===== src/rtl/vga_sync_gen.sv =====
// VGA timing generator: free-running pixel/line counters, sync decode,
// and a one-stage output register aligning colour with the sync pulses.
module vga_sync_gen #(
  parameter int H_VIS  = 640,
  parameter int H_FP   = 16,
  parameter int H_SYNC = 96,
  parameter int H_BP   = 48,
  parameter int V_VIS  = 480,
  parameter int V_FP   = 10,
  parameter int V_SYNC = 2,
  parameter int V_BP   = 33
) (
  input  logic       clk_vga,
  input  logic       rst,
  input  logic [7:0] rgb_in,
  output logic [9:0] pixel_x,
  output logic [9:0] pixel_y,
  output logic       video_on,
  output logic       frame_start,
  output logic       vga_hs,
  output logic       vga_vs,
  output logic [7:0] rgb_out
);

  localparam logic [9:0] H_MAX  = 10'(H_VIS + H_FP + H_SYNC + H_BP - 1);
  localparam logic [9:0] V_MAX  = 10'(V_VIS + V_FP + V_SYNC + V_BP - 1);
  localparam logic [9:0] H_VLIM = 10'(H_VIS);
  localparam logic [9:0] V_VLIM = 10'(V_VIS);
  localparam logic [9:0] HS_BEG = 10'(H_VIS + H_FP);
  localparam logic [9:0] HS_END = 10'(H_VIS + H_FP + H_SYNC);
  localparam logic [9:0] VS_BEG = 10'(V_VIS + V_FP);
  localparam logic [9:0] VS_END = 10'(V_VIS + V_FP + V_SYNC);

  logic [9:0] h_cnt;
  logic [9:0] v_cnt;
  logic       h_end;
  logic       v_end;
  logic       hs_n;
  logic       vs_n;

  assign h_end = (h_cnt == H_MAX);
  assign v_end = (v_cnt == V_MAX);

  always_ff @(posedge clk_vga or posedge rst) begin
    if (rst) begin
      h_cnt <= '0;
      v_cnt <= '0;
    end else if (h_end) begin
      h_cnt <= '0;
      v_cnt <= v_end ? '0 : v_cnt + 10'd1;
    end else begin
      h_cnt <= h_cnt + 10'd1;
    end
  end

  assign pixel_x     = h_cnt;
  assign pixel_y     = v_cnt;
  assign video_on    = (h_cnt < H_VLIM) && (v_cnt < V_VLIM);
  assign frame_start = (h_cnt == '0) && (v_cnt == '0);
  assign hs_n        = !((h_cnt >= HS_BEG) && (h_cnt < HS_END));
  assign vs_n        = !((v_cnt >= VS_BEG) && (v_cnt < VS_END));

  // Syncs pass through the same register stage as colour so they stay aligned.
  always_ff @(posedge clk_vga or posedge rst) begin
    if (rst) begin
      vga_hs  <= 1'b1;
      vga_vs  <= 1'b1;
      rgb_out <= '0;
    end else begin
      vga_hs  <= hs_n;
      vga_vs  <= vs_n;
      rgb_out <= video_on ? rgb_in : 8'h00;
    end
  end

endmodule


===== config.mk =====
export PLATFORM = sky130hd
export DESIGN_NAME = vga_sync_gen
export DESIGN_NICKNAME = d
export VERILOG_FILES = /design/src/rtl/vga_sync_gen.sv
export SDC_FILE = /design/constraint.sdc
export NUM_CORES = 1
export LEC_CHECK = 0
export ABC_AREA = 1
export BUFFER_PORTS_ARGS = -buffer_cell sky130_fd_sc_hd__buf_2
export CAP_MARGIN = 20
export CORE_MARGIN = 2
export CORE_UTILIZATION = 30
export CTS_BUF_LIST = sky130_fd_sc_hd__clkbuf_4
export DETAILED_ROUTE_END_ITERATION = 8
export SYNTH_ARGS = -nofsm -noshare
export SYNTH_HDL_FRONTEND = slang
export SYNTH_SLANG_ARGS = --single-unit

===== constraint.sdc =====
create_clock -name clk_vga -period 2.5 [get_ports clk_vga]
set_input_delay 0.25 -clock clk_vga [delete_from_list [all_inputs] [get_ports clk_vga]]
set_output_delay 0.25 -clock clk_vga [all_outputs]
set_load 0.01 [all_outputs]

==> impl_metrics.toml, run 1 <==
[cells_and_area]
fillers = 526
regArea_um2 = 753.2
drive_gt1_share_pct = 25.00
antennaDiodeCount = 0
final_cells = 303
multi_input_area_um2 = 624.3
finalNetCount = 249
syn_to_final_growth_pct = 22.62

[detailed_routing]
wl_mm = 3.209
drt-initial-drc-count = 56
dr.pass1.iters = 4
vias = 1321
post_drt_wl_per_cell_um = 10.59
drc = 0
routed_via_density = 4.360
ant_nets = 0

[clock_tree]
clk_pin_slew_worst_paths_ps = 100
cts_setup_buffers = 0
cts_made_buffers = 5
clock-root-buffer = "clkbuf_4"
ctsHoldBuffers = 1
h-tree-depth = 2
cts_max_path_buffers = 2
insertion_delay_ps = 310
clock_sinks = 30
cts_tree = "built"
cts_resized = 0

[grt]
grt_usage_pct = 12.44
antenna_found_initial = 0
grt_max_degree = 31
grt-ovfl-total = 0
grt_pass1_vias = 1225
grt_pass1_wl_mm = 5.306

[timing]
slew_violations = 0
clock_skew_ps = 6.483
timing.fmax_ghz = 0.5338
worst_slew_pin_slew_ps = 449.9
finalCritPeriodShare_pct = 74.93
fin_tns_setup_ps = 0
period_needed_ps = 1873
hold_violations = 0
rsz0062_at_grt = "false"
maxSlewHeadroom_pct = 69.92
finalSetupViolCount = 0

[yosys]
synthCells = 187
synth.avg_cell_area_um2 = 8.136
yosysWarnings = 0
syn-num-nets = 201
ys_ff_latch = 30
synth_area_mm2 = 0.001521
synth-seq-area-share_pct = 49.51
ys_types = 24

[power_and_ir_drop]
switching_share_pct = 22.98
clkPwrFrac_pct = 34.7
power-per-cell-area_mw_per_mm2 = 432.9
power_switching_w = 0.0001856
pwr-share-comb_pct = 4.2
ir_drop_v = 0.0003098
internal_power_w = 0.0006220
p_leak_nw = 1.034
pwr-share-seq_pct = 61.0

[placement]
placed_cells = 294
dp.final_hpwl_mm = 2.399
routabilityCongestion = 0.8060
port-buffer-count = 41

[run]
cap_violations = 0

[critical_path]
cp.required_ps = 2250
cp.arrival_ps = 1620
ff2ff_setup_slack_ps = 1020
start_kind = "flop"
crit_type = "reg -> out"
crit_fanout = 5
end_kind = "output pin"

[min_path]
min_path_type = "in -> reg"

[floorplanning]
die_y_um = 75.22
pin_count = 42
initial_core_util_pct = 31.58
core_mm2 = 0.004817
die_w_um = 75.22
rows = 25
design.die.area_mm2 = 0.005657

[run_status]
status = "finished, final reports clean"
synthesized netlist by cell type (all sizes together):
| master | n | area (um2) |
|---|---|---|
| nor4 | 1 | 6.260 |
| xor2 | 7 | 61.31 |
| nand3 | 15 | 80.08 |
| dfstp | 2 | 52.55 |
| ha | 4 | 50.05 |
| inv | 34 | 127.6 |
| nor3 | 3 | 15.01 |
| xnor2 | 1 | 8.760 |
| buf | 2 | 16.26 |
| nand2 | 36 | 140.1 |
| a21oi | 3 | 15.01 |
| o21ai | 3 | 15.01 |
| nor2 | 40 | 178.9 |
| nand4 | 5 | 31.28 |
| nor3b | 1 | 7.510 |
| dfrtp | 28 | 700.7 |
| nand3b | 2 | 15.01 |
power groups by stage:
stage               clock [W]  combinational [W]  sequential, W
global route         0.000319          0.0000388       0.000494
global placement            0          0.0000337       0.000502
detailed placement          0          0.0000340       0.000503
finish               0.000281          0.0000340       0.000493
CTS                  0.000294          0.0000353       0.000493
floorplan                   0          0.0000122       0.000506
registers in the layout (all words and copies together) (netlist names):
name / cells
vga_hs: 1
pixel_x: 10
vga_vs: 1
pixel_y: 10
rgb_out: 8
path summary, 6_finish.rpt:
check,cells past startpoint,start,endpoint
max,7,pixel_y[0]$_DFFE_PP0N_,frame_start
min,3,rgb_in[0],rgb_out[0]$_DFF_PP0_
max reg2reg,6,pixel_x[0]$_DFF_PP0_,pixel_y[5]$_DFFE_PP0N_
min reg2reg,1,pixel_x[0]$_DFF_PP0_,pixel_x[0]$_DFF_PP0_
max in group asynchronous,4,rst,vga_hs$_DFF_PP1_
min in group asynchronous,4,rst,pixel_y[0]$_DFFE_PP0N_
per-layer routing:
metal | wire length, um | track usage (%) | up-vias
met2 | 1450 | 20.08 | 39
met1 | 1532 | 16.19 | 607
li1 | - | - | 673
met3 | 202 | 3.882 | 2
met4 | 24 | 3.509 | 0
met5 | 0 | 0 | -
kinds of logic after synthesis:
family	count (synthesis)	synth area share, %
simple gates	103	31.17
xor+xnor	8	4.605
flops	30	49.51
compound gates	6	1.973
buf+inv	36	9.457
fa+ha+maj	4	3.290
placed cells by master (no fill, tap or decap):
cell and count:
clkinv_2 1, nor2_4 1, nor4_1 1, nand2_1 34, buf_2 41, nor3b_1 1
buf_4 1, nor2_8 1, a21oi_1 3, dfstp_2 2, nand3_2 1, nor2_1 36
nand3b_1 2, xnor2_1 1, dlygate4sd3_1 1, o21ai_0 3, clkbuf_4 6, inv_1 33
dfrtp_1 28, clkinv_1 1, nor2_2 2, ha_1 4, nand3_1 14, inv_2 1
nand2_2 2, xor2_1 7, nand4_1 5, nor3_1 3
critical path, stage by stage (launching register included):
cell and delay [ps]:
dfrtp_1 440, inv_1 110, ha_1 140, inv_1 60
nor3b_1 190, nand3_1 100, nor2_1 120, buf_2 140
stage by stage:
stage / utilization [%] / hold slack (ps) / instance area (um2) / power (W) / setup slack (ps)
finish: 38.73 / 126.8 / 1866 / 0.0008076 / 626.7
global route: 38.73 / 117.9 / 1866 / 0.0008516 / 435.1
CTS: 38.73 / 113.2 / 1866 / 0.0008220 / 590.5
detailed placement: 37.40 / 347.5 / 1802 / 0.0005366 / 970.6
global placement: 37.40 / 352.2 / 1802 / 0.0005359 / 979.7
floorplan: - / 339.3 / 1521 / 0.0005186 / 1113
layout make-up:
cell class / instances / share of cell area (%)
flip-flops and latches: 30 / 40.38
multi-input cells: 121 / 33.47
repair buffers: 43 / 11.94
inverters: 34 / 6.841
well taps: 67 / 4.494
clock buffers: 6 / 2.414
clock inverters: 2 / 0.4695
Note: power is estimated with default switching activity, not from simulation.
==> run 2: changes to the inputs <==
--- a/config.mk
+++ b/config.mk
@@ -5,7 +5,7 @@
 export SDC_FILE = /design/constraint.sdc
 export NUM_CORES = 1
 export LEC_CHECK = 0
-export ABC_AREA = 1
+export ABC_AREA = 0
 export BUFFER_PORTS_ARGS = -buffer_cell sky130_fd_sc_hd__buf_2
 export CAP_MARGIN = 20
 export CORE_MARGIN = 2
==> constraint.sdc (replaced) <==
create_clock -name clk_vga -period 1.72 [get_ports clk_vga]
set_input_delay 0.172 -clock clk_vga [delete_from_list [all_inputs] [get_ports clk_vga]]
set_output_delay 0.172 -clock clk_vga [all_outputs]
set_load 0.01 [all_outputs]
==> run 2 against run 1 <==
  * The flow now finishes with violations (setup timing)
  * First-iteration DRC count decreased by 32%
  * Register-to-register slack worse by 950 ps
  * Flip-flop and latch count did not move
  * Critical path depth decreased by 2
  * Clock power grew 150%
  * Core utilization rose by 2.7 points
  * Count of clock-buffer cells in the layout shrank 1
  * Worst setup slack lost 710 ps
  * Final area is 4.2% higher
  * Routed wire length rose by 2.6%
  * Global-route usage rose by 0.91 points
  * Critical path type unchanged
  * Critical endpoint unchanged
  * Largest cell class unchanged
==> impl_metrics.toml, run 2 <==
[detailed_routing]
vias = 1193
dr.pass1.iters = 4
wl_mm = 3.291
drc = 0
ant_nets = 0
drt-initial-drc-count = 38
routed_via_density = 4.791
post_drt_wl_per_cell_um = 13.22

[critical_path]
ff2ff_setup_slack_ps = 70
crit_type = "reg -> out"
end_kind = "output pin"
cp.arrival_ps = 1630
crit_fanout = 2
start_kind = "flop"
cp.required_ps = 1550

[yosys]
ys_types = 37
synth-seq-area-share_pct = 51.67
synth_top_cell_by_area = "dfrtp_1"
synthArstFlopShare_pct = 100.0
ys_ff_latch = 30
synthTopCellsByCount = "28 x dfrtp_1, 14 x nand2_1, 10 x nor2_1, 8 x and2_1"
yosysMostFrequentCell = "dfrtp_1"
synthTopCellsByArea = "dfrtp_1 48%, dfstp_2 3.6%, nand2_1 3.6%, xor2_1 3.6%, and2_1 3.4%"
syn-num-nets = 153
synthDominantCellAreaShare_pct = 48.07
synth_edf_count = 0
synth_area_mm2 = 0.001458
synth.avg_cell_area_um2 = 10.49
yosysWarnings = 0
synthCells = 139
ys.flop_type = "dfrtp_1"

[run_status]
status = "complete, but fails checks"
violations = "setup timing"

[clock_tree]
cts_made_buffers = 5
cts_max_path_buffers = 2
insertion_delay_ps = 330
cts_tree = "built"
h-tree-depth = 2
clk_pin_slew_worst_paths_ps = 100
clock-root-buffer = "clkbuf_4"
clock_sinks = 30

[power_and_ir_drop]
p_leak_nw = 0.9693
finalPower_w = 0.001469
power-per-cell-area_mw_per_mm2 = 755.4
ir_drop_v = 0.0003583

[floorplanning]
pin_count = 42
initial_core_util_pct = 31.07
design.die.area_mm2 = 0.005432
die_y_um = 73.71
rows = 25
core_mm2 = 0.004692
die_w_um = 73.71

[placement]
dp.final_hpwl_mm = 2.438
routabilityCongestion = 0.7641
place_ws_ps = 50.10
port-buffer-count = 41
placed_cells = 237

[timing]
rsz0062_at_grt = "true"
finalCritPeriodShare_pct = 105.0
timing.fmax_ghz = 0.5538
clock_skew_ps = 8.765
slew_violations = 0
timing.final.ws_setup_ps = -85.57
period_needed_ps = 1806
finalSetupViolCount = 1
maxSlewHeadroom_pct = 61.91
worst_slew_pin_slew_ps = 570.7
hold_violations = 0

[cells_and_area]
antennaDiodeCount = 0
layout_commonest_cell = "buf_2"
final_cell_mix = "41 x buf_2, 26 x dfrtp_1, 14 x nand2_1, 12 x buf_4, 10 x nor2_1"
final_cells = 249
syn_to_final_growth_pct = 33.39
finalNetCount = 208
drive_gt1_share_pct = 40.00

[min_path]
min_path_type = "in -> reg"

[grt]
grt_pass1_vias = 1182
grt_pass1_wl_mm = 5.388
grt_usage_pct = 13.35
grt-ovfl-total = 0
grt_max_degree = 18
antenna_found_initial = 0

[run]
cap_violations = 0
-- run 2: changes by cell type in the layout (fill, tap and decap cells not counted), moves of 7 or more --
cell     previous run  this run
buf_4               1        12
nor2_1             36        10
nand3_1            14         7
nand2_1            34        14
and2_1              0         8
inv_1              33         5
-- run 2: cells by family after synthesis --
family,after synthesis,share of synthesized area [%]
buf+inv,14,5.064
xor+xnor,10,6.008
simple gates,67,26.52
fa+ha+maj,4,3.434
flops,30,51.67
mux,1,0.6867
compound gates,13,6.610
-- run 2: metrics by stage --
step	util [%]	hold slack [ps]	setup TNS, ps	instance area (um2)
floorplan	-	261.3	0	1458
global placement	37.73	259.3	0	1770
finish	41.44	38.66	-85.57	1944
global route	41.44	24.60	-238.8	1944
CTS	40.80	18.46	-122.5	1914
detailed placement	37.73	255.5	0	1770
-- run 2: power by group --
group | leakage (nW) | internal (W) | switching, W
combinational | 0.541 | 0.0000239 | 0.0000267
sequential | 0.376 | 0.000714 | 0.00000229
clock | 0.0528 | 0.000448 | 0.000254
total | 0.969 | 0.00119 | 0.000283
-- run 2: timing repair --
item                                    CTS  global route
buffers inserted                          2             1
pin swaps                                 0             1
endpoints found under the setup margin    2            14
gates resized for setup                   3            10
hold endpoints to repair                 11             0
hold buffers                              1             0
-- run 2: worst paths after layout --
kind,startpoint,end,cells past startpoint
min in group asynchronous,rst,pixel_y[3]$_DFFE_PP0N_,3
worst max register to register,pixel_x[1]$_DFF_PP0_,pixel_y[9]$_DFFE_PP0N_,6
worst max-delay path,pixel_x[0]$_DFF_PP0_,frame_start,5
worst min register to register,pixel_y[8]$_DFFE_PP0N_,pixel_y[8]$_DFFE_PP0N_,1
max in group asynchronous,rst,pixel_x[4]$_DFF_PP0_,4
worst min-delay path,rgb_in[1],rgb_out[1]$_DFF_PP0_,2
-- run 2: critical path, stage by stage (launching register included) --
cell and delay, ps:
dfrtp_1 410, inv_2 80, ha_4 110, or4b_4 440, nor3_2 120, buf_2 150
-- run 2: per-layer routing --
| layer | global-route usage [%] | vias up | routed length (um) |
|---|---|---|---|
| li1 | - | 588 | - |
| met1 | 16.65 | 562 | 1423 |
| met2 | 20.93 | 38 | 1610 |
| met3 | 4.390 | 5 | 212 |
| met4 | 6.061 | 0 | 45 |
| met5 | 0 | - | 0 |
-- run 2: area by class of cell --
cell class	instances	area, um2
fillers	475	2748
flip-flops and latches	30	755.7
multi-input cells	95	668.1
repair buffers	55	325.3
well taps	54	67.56
clock inverters	3	63.81
clock buffers	5	37.54
inverters	7	26.28
